<file path="src/rtl/icache_tag_array_nway_if.sv">
// Access bus between the L1.5 controller and the N-way instruction tag array.
// The controller drives lookups and refill/invalidate writes; the array returns the hit result.
interface icache_tag_array_nway_if #(
  parameter int unsigned NB_WAYS        = 4,
  parameter int unsigned SET_ADDR_WIDTH = 5,
  parameter int unsigned TAG_WIDTH      = 10
);
  logic                      req;
  logic                      gnt;
  logic                      write;
  logic [SET_ADDR_WIDTH-1:0] set_idx;
  logic [TAG_WIDTH-1:0]      tag;
  logic [NB_WAYS-1:0]        way_sel;
  logic                      wvalid;
  logic                      rvalid;
  logic [NB_WAYS-1:0]        hit_way;
  logic                      hit;
  logic                      multi_hit;
  logic [NB_WAYS-1:0]        valid_vec;

  modport master (
    output req, write, set_idx, tag, way_sel, wvalid,
    input  gnt, rvalid, hit_way, hit, multi_hit, valid_vec
  );

  modport slave (
    input  req, write, set_idx, tag, way_sel, wvalid,
    output gnt, rvalid, hit_way, hit, multi_hit, valid_vec
  );
endinterface

</file>
<file path="src/rtl/icache_tag_array_nway.sv">
// N-way set-associative tag store for the L1.5 instruction cache: parallel lookup,
// refill/invalidate writes and a sequential set-by-set flush engine.
module icache_tag_array_nway #(
  parameter int unsigned NB_WAYS        = 4,
  parameter int unsigned SET_ADDR_WIDTH = 5,
  parameter int unsigned TAG_WIDTH      = 10
) (
  input  logic                    clk,
  input  logic                    rst_n,
  icache_tag_array_nway_if.slave  bus,
  input  logic                    i_flush_req,
  output logic                    o_flush_busy,
  output logic                    o_flush_done
);
  localparam int unsigned NB_SETS = 2 ** SET_ADDR_WIDTH;

  typedef enum logic {StIdle, StFlush} state_e;

  state_e                    r_state, w_state_d;
  logic [SET_ADDR_WIDTH-1:0] r_cnt, w_cnt_d;
  logic                      w_accept;
  logic                      w_last;

  logic [NB_SETS-1:0]        r_valid   [NB_WAYS];
  logic [TAG_WIDTH-1:0]      r_tag_mem [NB_WAYS][NB_SETS];

  logic                      r_rvalid;
  logic [SET_ADDR_WIDTH-1:0] r_set;
  logic [TAG_WIDTH-1:0]      r_tag;
  logic [NB_WAYS-1:0]        w_hit_way;
  logic [NB_WAYS-1:0]        w_valid_vec;

  assign bus.gnt  = (r_state == StIdle);
  assign w_accept = bus.req & bus.gnt;
  assign w_last   = (r_cnt == SET_ADDR_WIDTH'(NB_SETS - 1));

  always_comb begin
    w_state_d    = r_state;
    w_cnt_d      = r_cnt;
    o_flush_busy = 1'b0;
    o_flush_done = 1'b0;
    case (r_state)
      StIdle: begin
        if (i_flush_req) begin
          w_state_d = StFlush;
          w_cnt_d   = '0;
        end
      end
      StFlush: begin
        o_flush_busy = 1'b1;
        w_cnt_d      = r_cnt + SET_ADDR_WIDTH'(1);
        if (w_last) begin
          o_flush_done = 1'b1;
          w_state_d    = StIdle;
          w_cnt_d      = '0;
        end
      end
      default: w_state_d = StIdle;
    endcase
  end

  always_ff @(posedge clk or negedge rst_n) begin
    if (!rst_n) begin
      r_state <= StIdle;
      r_cnt   <= '0;
    end else begin
      r_state <= w_state_d;
      r_cnt   <= w_cnt_d;
    end
  end

  // Flush and writes are mutually exclusive: writes need gnt, which is low while flushing.
  always_ff @(posedge clk or negedge rst_n) begin
    if (!rst_n) begin
      for (int w = 0; w < NB_WAYS; w++) r_valid[w] <= '0;
    end else if (r_state == StFlush) begin
      for (int w = 0; w < NB_WAYS; w++) r_valid[w][r_cnt] <= 1'b0;
    end else if (w_accept && bus.write) begin
      for (int w = 0; w < NB_WAYS; w++) begin
        if (bus.way_sel[w]) r_valid[w][bus.set_idx] <= bus.wvalid;
      end
    end
  end

  // Tag bits carry no reset; a tag is only meaningful when its valid bit is set.
  always_ff @(posedge clk) begin
    if (w_accept && bus.write) begin
      for (int w = 0; w < NB_WAYS; w++) begin
        if (bus.way_sel[w]) r_tag_mem[w][bus.set_idx] <= bus.tag;
      end
    end
  end

  always_ff @(posedge clk or negedge rst_n) begin
    if (!rst_n) begin
      r_rvalid <= 1'b0;
      r_set    <= '0;
      r_tag    <= '0;
    end else begin
      r_rvalid <= w_accept & ~bus.write;
      if (w_accept && !bus.write) begin
        r_set <= bus.set_idx;
        r_tag <= bus.tag;
      end
    end
  end

  always_comb begin
    w_valid_vec = '0;
    w_hit_way   = '0;
    for (int w = 0; w < NB_WAYS; w++) begin
      w_valid_vec[w] = r_valid[w][r_set];
      w_hit_way[w]   = r_valid[w][r_set] && (r_tag_mem[w][r_set] == r_tag);
    end
  end

  assign bus.rvalid    = r_rvalid;
  assign bus.hit_way   = r_rvalid ? w_hit_way : '0;
  assign bus.valid_vec = r_rvalid ? w_valid_vec : '0;
  assign bus.hit       = |bus.hit_way;
  assign bus.multi_hit = |(bus.hit_way & (bus.hit_way - NB_WAYS'(1)));

endmodule

</file>
<file path="src/flat_wrapper.sv">
// flat-port wrapper written by rule: the top's interface ports become plain ports
module icache_tag_array_nway_flat 
#(
  parameter int unsigned NB_WAYS        = 4,
  parameter int unsigned SET_ADDR_WIDTH = 5,
  parameter int unsigned TAG_WIDTH      = 10
)
  (clk, rst_n, i_flush_req, o_flush_busy, o_flush_done, bus_req, bus_write, bus_set_idx, bus_tag, bus_way_sel, bus_wvalid, bus_gnt, bus_rvalid, bus_hit_way, bus_hit, bus_multi_hit, bus_valid_vec);
  icache_tag_array_nway_if #(.NB_WAYS(NB_WAYS), .SET_ADDR_WIDTH(SET_ADDR_WIDTH), .TAG_WIDTH(TAG_WIDTH)) bus_i ();
  input  logic clk;
  input  logic rst_n;
  input  logic i_flush_req;
  output logic o_flush_busy;
  output logic o_flush_done;
  input wire logic [$bits(bus_i.req)-1:0] bus_req;
  input wire logic [$bits(bus_i.write)-1:0] bus_write;
  input wire logic [$bits(bus_i.set_idx)-1:0] bus_set_idx;
  input wire logic [$bits(bus_i.tag)-1:0] bus_tag;
  input wire logic [$bits(bus_i.way_sel)-1:0] bus_way_sel;
  input wire logic [$bits(bus_i.wvalid)-1:0] bus_wvalid;
  output wire logic [$bits(bus_i.gnt)-1:0] bus_gnt;
  output wire logic [$bits(bus_i.rvalid)-1:0] bus_rvalid;
  output wire logic [$bits(bus_i.hit_way)-1:0] bus_hit_way;
  output wire logic [$bits(bus_i.hit)-1:0] bus_hit;
  output wire logic [$bits(bus_i.multi_hit)-1:0] bus_multi_hit;
  output wire logic [$bits(bus_i.valid_vec)-1:0] bus_valid_vec;
  assign bus_i.req = bus_req;
  assign bus_i.write = bus_write;
  assign bus_i.set_idx = bus_set_idx;
  assign bus_i.tag = bus_tag;
  assign bus_i.way_sel = bus_way_sel;
  assign bus_i.wvalid = bus_wvalid;
  assign bus_gnt = bus_i.gnt;
  assign bus_rvalid = bus_i.rvalid;
  assign bus_hit_way = bus_i.hit_way;
  assign bus_hit = bus_i.hit;
  assign bus_multi_hit = bus_i.multi_hit;
  assign bus_valid_vec = bus_i.valid_vec;
  icache_tag_array_nway #(.NB_WAYS(NB_WAYS), .SET_ADDR_WIDTH(SET_ADDR_WIDTH), .TAG_WIDTH(TAG_WIDTH)) u_core (.clk(clk), .rst_n(rst_n), .bus(bus_i), .i_flush_req(i_flush_req), .o_flush_busy(o_flush_busy), .o_flush_done(o_flush_done));
endmodule
</file>
<file path="config.mk">
export PLATFORM = sky130hd
export DESIGN_NAME = icache_tag_array_nway_flat
export DESIGN_NICKNAME = d
export VERILOG_FILES = /design/src/rtl/icache_tag_array_nway_if.sv /design/src/rtl/icache_tag_array_nway.sv /design/src/flat_wrapper.sv
export SDC_FILE = /design/constraint.sdc
export NUM_CORES = 2
export LEC_CHECK = 0
export ABC_CLOCK_PERIOD_IN_PS = 4900
export CAP_MARGIN = 20
export CELL_PAD_IN_SITES_DETAIL_PLACEMENT = 0
export CELL_PAD_IN_SITES_GLOBAL_PLACEMENT = 1
export CORE_ASPECT_RATIO = 2
export CORE_MARGIN = 4
export CORE_UTILIZATION = 59
export DETAILED_ROUTE_END_ITERATION = 7
export PLACE_DENSITY_LB_ADDON = 0.25
export SLEW_MARGIN = 10
export SYNTH_ARGS = -nofsm -noshare
export SYNTH_HDL_FRONTEND = slang
export SYNTH_SLANG_ARGS = --single-unit
</file>
<file path="constraint.sdc">
create_clock -name clk -period 4.9 [get_ports clk]
set_input_delay 0.735 -clock clk [delete_from_list [all_inputs] [get_ports clk]]
set_output_delay 0.735 -clock clk [all_outputs]
set_load 0.03 [all_outputs]
</file>
---- Yosys cells after proc, flatten, opt, wreduce, memory -nomap -nowiden ----
Memories as Yosys holds them, arrays and structs flattened.
Index checks and enable logic that the tools add are counted.
cells by class
  $add $sub $neg .......................... 2
  magnitude comparators ................... 8
  eq/ne operators ......................... 6
  muxes and demuxes ....................... 59
  bitwise logic cells ..................... 12
  reductions and logical operators ........ 21
operators with widths
  kind                                                                count
  2-to-1 mux 320 bit                                                  4
  2-to-1 mux 128 bit                                                  2
  binary-select mux 10 bit (select 5 bit)                             4
  bitwise AND 32 bit                                                  4
  bitwise mux 32 bit                                                  4
  2-to-1 mux 32 bit                                                   4
  2-to-1 mux 10 bit                                                   9
  demux 10 bit (select 5 bit)                                         1
  == test 10 bit                                                      4
  NOT 32 bit                                                          1
  binary-select mux 1 bit (select 5 bit)                              4
  2-to-1 mux 1 bit                                                    19
  < comparator 5 x 6 -> 1 bit (second input constant)                 3
  greater-or-equal comparator 6 bit (second input constant)           2
  NOT 5 -> 6 bit                                                      2
  demux 1 bit (select 5 bit)                                          2
  greater-or-equal comparator 5 x 1 -> 1 bit (second input constant)  2
  2-to-1 mux 5 bit                                                    2
  case mux 5 bit (2 select lines)                                     1
  nonzero test 2 bit                                                  5
  logical AND 1 bit                                                   9
  2-to-1 mux 4 bit                                                    2
  AND reduction 2 bit                                                 4
  OR reduction 4 bit                                                  2
  10 further kinds                                                    12
storage, ports and cells
  register bits ........................... 150
  memory bits (writable) .................. 1,280
  bits of input ports ..................... 25
  memories ................................ 1
memories
  memory            depth  width  rd ports  clocked after Yosys merged registers in  wr ports  line                         RTL
  u_core.r_tag_mem  4      320    4         0                                        4         icache_tag_array_nway.sv:25  logic [TAG_WIDTH-1:0] r_tag_mem [NB_WAYS][NB_SETS];

---- Depth between registers and ports, before layout ----
  word-level depth ........................ 10
  depth in mapped cells ................... 14

---- Least setup slack after synthesis ----
Ideal clock, no wire load.
  kind .................................... register -> output
  from .................................... register u_core.r_set[2]
  to ...................................... output port bus_multi_hit
  arrival ................................. 4.230 ns
  data required time ...................... 4.165 ns
  path slack .............................. -0.065 ns
  cell stages (with the launch flop) ...... 12
  path through ............................ dfrtp_1 -> buf_4 -> buf_4 -> clkbuf_1 -> mux4_2 -> o211ai_1 -> o21ai_1 -> a211oi_1 -> nand3_1 -> nor4_4 -> nor3_1 -> nor3_1
on the way
  longest elaborated chain between the ends .. 10
  elaborated cells between the ends (all ways) .. 33
  classes of those cells .................. add/sub: 1; eq/ne: 4; mux: 21; bitwise: 2; reduce/logical: 5
ends and longest elaborated chain
  what                                                  line                          RTL
  from (decl)                                           icache_tag_array_nway.sv:28   logic [SET_ADDR_WIDTH-1:0] r_set;
  from (signal assigned)                                icache_tag_array_nway.sv:102  r_set <= bus.set_idx;
  NOT 5 -> 6 bit (implied by the code)                  icache_tag_array_nway.sv:113  w_hit_way[w] = r_valid[w][r_set] && (r_tag_mem[w][r_set] == r_tag);
  binary-select mux 10 bit (select 5 bit)               icache_tag_array_nway.sv:113
  2-to-1 mux 10 bit (implied by the code) (2 in a row)  icache_tag_array_nway.sv:113
  == test 10 bit                                        icache_tag_array_nway.sv:113
  logical AND 1 bit *                                   icache_tag_array_nway.sv:113
  2-to-1 mux 4 bit *                                    icache_tag_array_nway.sv:118  assign bus.hit_way = r_rvalid ? w_hit_way : '0;
  named net bus_hit_way[3]                              flat_wrapper.sv:23            output wire logic [$bits(bus_i.hit_way)-1:0] bus_hit_way;
  subtractor 4 x 1 -> 4 bit                             icache_tag_array_nway.sv:121  assign bus.multi_hit = |(bus.hit_way & (bus.hit_way - NB_WAYS'(1)));
  bitwise AND 4 bit *                                   icache_tag_array_nway.sv:121
  OR reduction 4 bit *                                  icache_tag_array_nway.sv:121
  to (decl)                                             flat_wrapper.sv:25            output wire logic [$bits(bus_i.multi_hit)-1:0] bus_multi_hit;
Mark *: on every way through the listed nets, which the timed path passes. The rest lies on a longest branch. The select of a mux whose other input is x is not followed.

---- Worst setup path after layout ----
  from .................................... register u_core.r_set[1]
  to ...................................... output port bus_multi_hit
on the way
  longest elaborated chain between the ends .. 10
  elaborated cells between the ends (all ways) .. 33
  classes of those cells .................. add/sub: 1; eq/ne: 4; mux: 21; bitwise: 2; reduce/logical: 5
ends and longest elaborated chain
  what                                                  line
  NOT 5 -> 6 bit (implied by the code)                  icache_tag_array_nway.sv:113
  binary-select mux 10 bit (select 5 bit)               icache_tag_array_nway.sv:113
  2-to-1 mux 10 bit (implied by the code) (2 in a row)  icache_tag_array_nway.sv:113
  == test 10 bit                                        icache_tag_array_nway.sv:113
  logical AND 1 bit                                     icache_tag_array_nway.sv:113
  2-to-1 mux 4 bit *                                    icache_tag_array_nway.sv:118
  subtractor 4 x 1 -> 4 bit                             icache_tag_array_nway.sv:121
  bitwise AND 4 bit *                                   icache_tag_array_nway.sv:121
  OR reduction 4 bit *                                  icache_tag_array_nway.sv:121
Mark *: on every way between the ends. The rest lies on a longest branch, timed or not. The select of a mux whose other input is x is not followed.

==> flow_summary_export.csv <==
group,metric,value,unit
grt,antenna_found_initial,5,
timing,relSlewSlack,9.246,%
power_and_ir_drop,total_power,37710,uW
setup_path,critPathMaxFanout,7,
route,drt-total-wl,184700,microns
setup_path,worstSetupPathType,"flip-flop to output pin",
synth,async_flop_share,10.49,%
floorplanning,ioPinCount,39,
cells_and_area,fin_cells,4906,
cells_and_area,final-seq-area,42210,sq um
grt,grt_max_degree,99,
synth,synthCells,3166,
route,wl_per_cell,37.65,microns
cells_and_area,area_growth,15.49,%
timing,tightest_slew,1.352,ns
placement,buffer_ports.inserted,38,
setup_path,crit_path_start_kind,"flip-flop",
clock_network,clock_latency,0.74,ns
synth,synth_fp_nets,3196,
route,first_pass_iters,6,
cells_and_area,final_cell_mix,"edfxtp_1 (1,280), mux4_2 (297), buf_4 (297), mux2i_1 (285), nand2_1 (170)",
grt,grt_usage,35.73,%
clock_network,clock-sinks,1430,
cells_and_area,drive_gt1_share,27.01,%
timing,rsz0062_at_grt,"yes",
route,ant_nets,0,
setup_path,crit_buf_inv,5,
route,drcViolationCount,0,
floorplanning,initial_core_util,59.51,%
clock_network,cts.clk_slew.worst_paths,0.07,ns
setup_path,reg2reg_depth,8,
placement,place_ws,-0.04260,ns
synth,synth_cell_types,63,
timing,drv_slew,0,
grt,grt_pass1_vias,33720,
setup_path,crit_chain,"buf_12, buf_16, mux4_2, mux4_2, mux2i_2, xor2_1, o2111ai_2, nor4_4, buf_4, nor3_2, nor3_2, buf_4, buf_12",
timing,skew,0.01333,ns
timing,max_freq,195.8,MHz
cells_and_area,fin_area,67150,sq um
clock_network,htree_levels,3,
synth,synthDominantCellAreaShare,66.11,%
floorplanning,rows,162,
setup_path,cp.required,4.16,ns
cells_and_area,nFillCells,6295,
min_path,hp-class,"primary input to async pin",
synth,yosysTopAreaCell,"edfxtp_1",
synth,synth-edff-count,1280,
clock_network,clockBufferDepth,3,
synth,syn_area_per_cell,18.37,sq um
floorplanning,die_x,230.0,microns
clock_network,cts_tree,"yes",
route,vias,33470,
setup_path,worst_path_max_delay_cell,"mux4_2",
grt,grt-ovfl-total,0,
floorplanning,core_region_area,97700,sq um
timing,post-route-min-period,5.107,ns
synth,synth_top_cells_by_area,"edfxtp_1 (66%), mux4_2 (12%), dfrtp_1 (6.5%)",
setup_path,rr_endpoint,"u_core.r_valid[2]",
synth,ys_ff_latch,1430,
clock_network,cts_buffers,113,
route,via_per_inst,6.822,
synth,ys.flop_type,"edfxtp_1",
placement,gp_congestion,0.9770,
cells_and_area,final_net_count,3526,
setup_path,reg2reg_from,"u_core.r_state",
placement,place_area,61730,sq um
timing,hold_viol,0,
outcome,failed_checks,"negative setup slack",
placement,post-dp-hpwl,118200,microns
timing,setup_viol,2,
run,cap_violations,0,
route,drt-initial-drc-count,4539,
synth,synth.cell_area,58140,sq um
setup_path,endpoint_kind,"output pin",
placement,dpl.cell_count,4617,
timing,fin_crit_sh,104.2,%
floorplanning,fp.dieH,452.0,microns
setup_path,cp.arrival,4.37,ns
setup_path,ff2ff_setup_slack,1.59,ns
power_and_ir_drop,cellLeakagePower,0.02215,uW
synth,ys_warn_count,0,
floorplanning,die-area,103900,sq um
outcome,outcome,"finished with violations",
timing,layout_setup_ws,-0.2068,ns
setup_path,cpPeakStageDelay,0.55,ns
cells_and_area,final_common_cell,"edfxtp_1",
power_and_ir_drop,powerDensity,561.6,nW/um^2
setup_path,crit_family,"multiplexers",
grt,grt_pass1_wl,257800,microns
synth,seq_area_frac_synth,72.56,%
cells_and_area,multi_input_area,15150,sq um
clock_network,clock-root-buffer,"clkbuf_16",
power_and_ir_drop,ir_drop,0.4731,mV
logic make-up after synthesis:
kind of cell	share of synthesized area, %
mux	17.26
buf+inv	2.130
compound gates	3.925
flops	72.56
simple gates	3.447
xor+xnor	0.5724
fa+ha+maj	0.1076
per-stage QoR:
stage / hold slack (ns) / util (%) / setup TNS [ns]
floorplan: 0.4394 / - / 0
global placement: 0.4814 / 63.18 / -0.7841
detailed placement: 0.4917 / 63.18 / -0.04954
CTS: 0.1356 / 68.47 / -0.1421
global route: 0.2020 / 68.72 / -0.5140
finish: 0.1339 / 68.73 / -0.3266
how the worst max path moves through the flow:
stage | slack [ns] | from | end | cells after the start
CTS | -0.14 | u_core.r_set[0] | bus_multi_hit | 14
detailed placement | -0.04 | u_core.r_set[1] | bus_hit | 14
global placement | -0.40 | u_core.r_set[1] | bus_hit | 14
global route | -0.28 | u_core.r_set[1] | bus_multi_hit | 13
floorplan | 0.03 | u_core.r_set[2] | bus_multi_hit | 12
finish | -0.21 | u_core.r_set[1] | bus_multi_hit | 13
synthesized netlist by cell type, drive strengths merged, types with 33 or more instances:
| library cell | number |
|---|---|
| buf | 124 |
| a22oi | 58 |
| nand2 | 171 |
| nor2 | 162 |
| clkbuf | 62 |
| inv | 69 |
| dfrtp | 150 |
| mux2 | 33 |
| a21oi | 37 |
| mux4 | 297 |
| edfxtp | 1280 |
| mux2i | 297 |
| o21ai | 98 |
| o22ai | 90 |
| nand3 | 36 |
worst reg2reg max path: stages, from the launching register on:
cell	delay, ns
dfrtp_4	0.68
inv_1	0.28
and3_1	0.48
nand2_1	0.61
buf_4	0.40
nor2_1	0.09
buf_4	0.30
mux2i_1	0.25
o21ai_0	0.09
power breakdown:
group / leakage (uW) / total [uW] / switching (uW) / internal [uW]
combinational: 0.00681 / 13600 / 7680 / 5950
sequential: 0.0135 / 14600 / 828 / 13700
clock: 0.00184 / 9520 / 4340 / 5180
routing by layer:
| layer | part of all wire [%] | up-vias | GRT usage [%] | wire length [microns] |
|---|---|---|---|---|
| met4 | 9.0 | 2 | 26.24 | 16670 |
| met3 | 8.6 | 604 | 6.537 | 15840 |
| met5 | 0.0060 | - | 0 | 11 |
| met1 | 32 | 17320 | 42.13 | 59920 |
| met2 | 50 | 2218 | 59.04 | 92280 |
| li1 | - | 13330 | - | - |
timing repair:
| item | in CTS | in global routing |
|---|---|---|
| setup buffers | 55 | 14 |
| resized for setup | 108 | 32 |
| pin swaps | 25 | 10 |
| setup endpoints to repair | 8 | 4 |
| hold buffers | 0 | 0 |
| cloned | 8 | 2 |
cell type report:
type	count	area share [%]
Timing Repair Buffer	401	6.031
Sequential cell	1430	62.86
Inverter	70	0.4099
Multi-Input combinational cell	1480	22.56
Clock buffer	136	4.461
Antenna cell	3	0.01118
Clock inverter	74	1.222
Tap cell	1312	2.445
state kept, by name, summed over array words and instances, names as in the netlist:
signal,count
u_core.bus.rvalid,1
u_core.r_valid,128
u_core.r_state,1
u_core.r_tag_mem,1280
u_core.r_cnt,5
u_core.r_tag,10
u_core.r_set,5
No activity file was read; power rests on OpenSTA's default activity.
